`src/rtl/matrix_load_sequencer.sv`:
```
// Sequences one matrix-multiply job: loads A and B from the UART byte stream, starts the
// multiplier, then streams the result memory out. Optional load watchdog: LOAD_TIMEOUT_EN.
module matrix_load_sequencer #(
  parameter int unsigned ROWS    = 2,
  parameter int unsigned COLS    = 2,
  parameter int unsigned AW      = 6,
  parameter int unsigned RW      = 16,
  parameter int unsigned TIMEOUT = 100000
) (
  input  logic          clk,
  input  logic          rst,
  input  logic          rx_valid,
  input  logic [7:0]    rx_byte,
  output logic          mem_we,
  output logic          mem_sel,
  output logic [AW-1:0] mem_waddr,
  output logic [7:0]    mem_wdata,
  output logic          mul_start,
  input  logic          mul_done,
  output logic          res_re,
  output logic [AW-1:0] res_raddr,
  input  logic [RW-1:0] res_data,
  output logic          out_valid,
  output logic [RW-1:0] out_data,
  input  logic          out_ready,
  output logic          busy,
  output logic          ovr,
  output logic          err
);

  localparam int unsigned N = ROWS * COLS;
  localparam int unsigned R = ROWS * ROWS;
  localparam logic [AW-1:0] NLast = AW'(N - 1);
  localparam logic [AW-1:0] RLast = AW'(R - 1);

  typedef enum logic [2:0] {
    StLoadA, StLoadB, StStart, StWait, StRd, StCap, StOut, StDone
  } state_e;

  state_e        state_q, state_d;
  logic [AW-1:0] cnt_q, cnt_d, idx_q, idx_d;
  logic          mem_we_d, mem_sel_d, mul_start_d, res_re_d, out_valid_d, busy_d, ovr_d;
  logic [AW-1:0] mem_waddr_d, res_raddr_d;
  logic [7:0]    mem_wdata_d;
  logic [RW-1:0] out_data_d;

`ifdef LOAD_TIMEOUT_EN
  localparam int unsigned GW = $clog2(TIMEOUT + 1);
  logic [GW-1:0] gap_q, gap_d;
  logic          err_d;
`endif

  always_comb begin
    state_d     = state_q;
    cnt_d       = cnt_q;
    idx_d       = idx_q;
    mem_we_d    = 1'b0;
    mem_sel_d   = mem_sel;
    mem_waddr_d = mem_waddr;
    mem_wdata_d = mem_wdata;
    mul_start_d = 1'b0;
    res_re_d    = 1'b0;
    res_raddr_d = res_raddr;
    out_valid_d = out_valid;
    out_data_d  = out_data;
    ovr_d       = ovr;

    case (state_q)
      StLoadA, StLoadB: begin
        if (rx_valid) begin
          mem_we_d    = 1'b1;
          mem_sel_d   = (state_q == StLoadB);
          mem_waddr_d = cnt_q;
          mem_wdata_d = rx_byte;
          if (cnt_q == NLast) begin
            cnt_d   = '0;
            state_d = (state_q == StLoadA) ? StLoadB : StStart;
          end else begin
            cnt_d = cnt_q + 1'b1;
          end
        end
      end
      StStart: begin
        mul_start_d = 1'b1;
        state_d     = StWait;
      end
      StWait: begin
        // Read enable is issued on entry to RD so data is ready for CAP.
        if (mul_done) begin
          idx_d       = '0;
          res_re_d    = 1'b1;
          res_raddr_d = '0;
          state_d     = StRd;
        end
      end
      StRd: state_d = StCap;
      StCap: begin
        out_data_d  = res_data;
        out_valid_d = 1'b1;
        state_d     = StOut;
      end
      StOut: begin
        if (out_ready && out_valid) begin
          out_valid_d = 1'b0;
          if (idx_q == RLast) begin
            state_d = StDone;
          end else begin
            idx_d       = idx_q + 1'b1;
            res_re_d    = 1'b1;
            res_raddr_d = idx_q + 1'b1;
            state_d     = StRd;
          end
        end
      end
      StDone: begin
        if (rx_valid) begin
          mem_we_d    = 1'b1;
          mem_sel_d   = 1'b0;
          mem_waddr_d = '0;
          mem_wdata_d = rx_byte;
          if (N == 1) begin
            cnt_d   = '0;
            state_d = StLoadB;
          end else begin
            cnt_d   = AW'(1);
            state_d = StLoadA;
          end
        end
      end
      default: state_d = StLoadA;
    endcase

    if (rx_valid && state_q inside {StStart, StWait, StRd, StCap, StOut}) ovr_d = 1'b1;

`ifdef LOAD_TIMEOUT_EN
    gap_d = '0;
    err_d = err;
    if ((state_q == StLoadA && cnt_q != '0) || state_q == StLoadB) begin
      if (rx_valid) begin
        gap_d = '0;
      end else if (gap_q == GW'(TIMEOUT - 1)) begin
        state_d = StLoadA;
        cnt_d   = '0;
        err_d   = 1'b1;
      end else begin
        gap_d = gap_q + 1'b1;
      end
    end
    if (rx_valid && state_q == StLoadA) err_d = 1'b0;
`endif

    busy_d = !((state_d == StLoadA && cnt_d == '0) || state_d == StDone);
  end

  always_ff @(posedge clk or negedge rst) begin
    if (!rst) begin
      state_q   <= StLoadA;
      cnt_q     <= '0;
      idx_q     <= '0;
      mem_we    <= 1'b0;
      mem_sel   <= 1'b0;
      mem_waddr <= '0;
      mem_wdata <= '0;
      mul_start <= 1'b0;
      res_re    <= 1'b0;
      res_raddr <= '0;
      out_valid <= 1'b0;
      out_data  <= '0;
      busy      <= 1'b0;
      ovr       <= 1'b0;
    end else begin
      state_q   <= state_d;
      cnt_q     <= cnt_d;
      idx_q     <= idx_d;
      mem_we    <= mem_we_d;
      mem_sel   <= mem_sel_d;
      mem_waddr <= mem_waddr_d;
      mem_wdata <= mem_wdata_d;
      mul_start <= mul_start_d;
      res_re    <= res_re_d;
      res_raddr <= res_raddr_d;
      out_valid <= out_valid_d;
      out_data  <= out_data_d;
      busy      <= busy_d;
      ovr       <= ovr_d;
    end
  end

`ifdef LOAD_TIMEOUT_EN
  always_ff @(posedge clk or negedge rst) begin
    if (!rst) begin
      gap_q <= '0;
      err   <= 1'b0;
    end else begin
      gap_q <= gap_d;
      err   <= err_d;
    end
  end
`else
  assign err = 1'b0;
`endif

endmodule

```
`config.mk`:
```
export PLATFORM = sky130hd
export DESIGN_NAME = matrix_load_sequencer
export DESIGN_NICKNAME = d
export VERILOG_FILES = /design/src/rtl/matrix_load_sequencer.sv
export SDC_FILE = /design/constraint.sdc
export NUM_CORES = 1
export LEC_CHECK = 0
export CORE_MARGIN = 2
export CORE_UTILIZATION = 42
export CTS_CLUSTER_DIAMETER = 150
export DETAILED_ROUTE_END_ITERATION = 12
export PLACE_DENSITY = 0.74
export SYNTH_ARGS = -nofsm -noshare
export SYNTH_HDL_FRONTEND = slang
export SYNTH_SLANG_ARGS = --single-unit
```
`constraint.sdc`:
```
create_clock -name clk -period 1.95 [get_ports clk]
set_input_delay 0.39 -clock clk [delete_from_list [all_inputs] [get_ports clk]]
set_output_delay 0.39 -clock clk [all_outputs]
set_load 0.01 [all_outputs]
```
==> run_results.csv <==
group,metric,value,unit
synthesis,synth_top_family_by_area,"simple AND/OR/NAND/NOR gates",
cts,clkLatencyLatePin,0.30,ns
floorplan,dieHeight,79.5,um
critical_path,crit_start,"state_q[2]",
cts,root_buffer,"clkbuf_8",
critical_path,worstPathArrival,2.12,ns
route,drtIter0Drc,179,
sta,setup_violations,0,
floorplan,pin_count,73,
critical_path,required,2.19,ns
synthesis,syn_avg_cell_area,11.1,um^2
sta,grt_setup_unrepaired,"yes",
sta,worst_pin_slew,0.540,ns
finish,drive_gt1_frac,0.244,
route,routed_wl,5.44,mm
finish,n_fill_cell,448,
cts,cts_buffer_depth,2,
sta,relSlewSlack,0.640,
synthesis,synth-edff-count,0,
cts,clkSinkCount,52,
global_routing,grt_pass1_wl,9.07,mm
place,placed_area,3380,um^2
run_status,status,"finished clean",
sta,holdWs,0.0635,ns
critical_path,critPathKind,"reg2reg",
synthesis,ys_types,48,
synthesis,synth-compound-area-share,0.114,
place,dp_hpwl,3.97,mm
sta,fin_crit_sh,0.961,
synthesis,post_synth_mux_area_share,0.118,
power_and_ir_drop,power.leakage,1.52,nW
sta,finalClockSkew,0.00361,ns
sta,fmax,534,MHz
sta,hold_viol_final,0,
power_and_ir_drop,p_total,0.00536,W
route,drtAntennaViolNets,0,
global_routing,overflow,0,
cts,hold_buffers,0,
synthesis,synth_nets,246,
cts,post_cts_buffers,0,
critical_path,rr_startpoint,"state_q[2]",
floorplan,die_area,6310,um^2
synthesis,synthFlopType,"dfrtp_1",
route,viasPerCell,5.18,
finish,layout.nets,343,
sta,min_period,1.87,ns
critical_path,reg2reg_depth,5,
floorplan,initial_core_util,0.434,
flow_run,drv_cap,0,
critical_path,cp-endpoint,"busy",
synthesis,ys_seq_area_frac,0.544,
synthesis,synth_fa_ha_area_frac,0.0105,
synthesis,synth_warnings,0,
cts,cts_tree,"built",
global_routing,grt_pass1_vias,2022,
critical_path,worst-path-max-fanout,10,
power_and_ir_drop,p_per_area,1510,nW/um^2
synthesis,ys_async_sr_fraction,1.00,
sta,drv_slew,0,
cts,cts-buffers-inserted,5,
floorplan,core-area,5510,um^2
place,gp_congestion,0.947,
critical_path,r2r_end,"busy",
route,firstDrtPassIters,4,
place,io_buffers,71,
synthesis,yosys.area_share.simple,0.159,
finish,final_common_cell,"clkdlybuf4s50_1",
floorplan,rows,27,
route,vias,1991,
route,drc,0,
finish,n_antenna_cell,0,
cts,htreeDepth,2,
critical_path,crit_path_end_kind,"flip-flop",
critical_path,startpoint_type,"flip-flop",
synthesis,syn_inst,215,
synthesis,yosys.area_share.xor_xnor,0.0220,
floorplan,die_w,79.5,um
finish,syn2layout_area_growth,48.7,%
global_routing,antenna_found_initial,0,
finish,final_cell_mix,"clkdlybuf4s50_1, dfrtp_1, buf_4",
finish,finish.instance_area,3550,um^2
power_and_ir_drop,vdd_ir_drop_max,0.727,mV
synthesis,ys_seq_elements,52,
synthesis,netlist_area,2390,um^2
cts,clk_pin_slew_worst_paths,0.09,ns
critical_path,rrSetupSlack,0.08,ns
hold_path,hold_path.class,"in2async",
global_routing,grt_usage,0.181,
global_routing,grt_max_degree,32,
route,wl_per_cell,14.2,um
[registers in the layout, indices dropped and copies added (netlist names)]
name,cells
cnt_q,6
mul_start,1
out_valid,1
idx_q,6
mem_sel,1
ovr,1
mem_we,1
state_q,3
mem_waddr,6
res_re,1
out_data,16
mem_wdata,8
busy,1
[per-layer routing]
layer  up-vias  part of all wire  track usage
met3         8             0.084       0.0701
li1        961                 -            -
met1       953              0.43        0.236
met4         0             0.014       0.0466
met2        69              0.47        0.283
met5         -                 0            0
[kinds of logic (layout without fill, tap and decap cells)]
group | Yosys count | in the layout
other | 1 | 1
adders and majority gates | 2 | 2
muxes | 25 | 25
AOI/OAI and AO/OA | 41 | 41
buffers and inverters | 17 | 114
DFF | 52 | 52
and+or+nand+nor | 71 | 71
xor gates and xnor gates | 6 | 6
[stage by stage]
| stage | util | TNS, ns | cells | setup slack [ns] |
|---|---|---|---|---|
| 6_report | 0.646 | 0 | 384 | 0.0767 |
| 5_1_grt | 0.646 | -0.0175 | 384 | -0.0175 |
| 4_1_cts | 0.637 | 0 | 384 | 0.00617 |
| 3_5_place_dp | 0.614 | -0.542 | 377 | -0.350 |
| 3_3_place_gp | 0.614 | -0.505 | 377 | -0.330 |
| 2_1_floorplan | - | 0 | 215 | 0.0522 |
[synth_stat cells (2+ instances only)]
master / number / share of area
dfrtp_1: 52 / 0.54
mux2_2: 25 / 0.12
nand2_1: 22 / 0.035
nor2_1: 11 / 0.017
a21oi_1: 10 / 0.021
o21ai_0: 9 / 0.019
nand3_1: 8 / 0.017
buf_2: 7 / 0.015
inv_1: 7 / 0.011
o22ai_1: 6 / 0.016
xnor2_1: 6 / 0.022
nor3_1: 4 / 0.0084
a211oi_1: 3 / 0.0094
nand2b_1: 3 / 0.0079
and2_1: 2 / 0.0052
and3_1: 2 / 0.0052
and3b_1: 2 / 0.0073
ha_1: 2 / 0.010
nand3b_1: 2 / 0.0063
nor4_1: 2 / 0.0052
o31ai_1: 2 / 0.0063
or3_1: 2 / 0.0052
[what timing repair did]
| action | 4_1_cts | 5_1_grt |
|---|---|---|
| setup endpoints to repair | 1 | 1 |
| pin swaps | 0 | 1 |
| gates resized for setup | 2 | 10 |
| cloned | 0 | 0 |
[how the worst min path moves through the flow]
| stage | startpoint | endpoint | slack [ns] |
|---|---|---|---|
| 2_1_floorplan | rst | busy | 0.09 |
| 3_3_place_gp | rst | idx_q[1] | 0.40 |
| 3_5_place_dp | rst | idx_q[1] | 0.40 |
| 4_1_cts | rst | out_data[13] | 0.07 |
| 5_1_grt | rst | out_data[7] | 0.08 |
| 6_report | rst | idx_q[1] | 0.06 |
[worst max-delay path, stage by stage, from the launching register on]
cell and delay [ns]:
dfrtp_1 0.41, buf_4 0.18, or2_1 0.29, or4_1 0.53, a22oi_2 0.24, o41a_1 0.17
[where the power goes]
group	switching (W)	leakage, nW	internal, W
Sequential	0.000291	0.631	0.00153
Clock	0.000336	0.0642	0.000505
Combinational	0.00115	0.824	0.00155
Total	0.00178	1.52	0.00358
[final cells by class]
cell class | count | area [um^2] | area share
inverter | 7 | 26.3 | 0.00739
clock buffer | 5 | 68.8 | 0.0194
multi-input combinational | 146 | 1060 | 0.298
timing repair buffer | 100 | 947 | 0.266
sequential | 52 | 1300 | 0.367
clock inverter | 2 | 60.1 | 0.0169
tap | 72 | 90.1 | 0.0253
(Power assumes the default switching activity.)
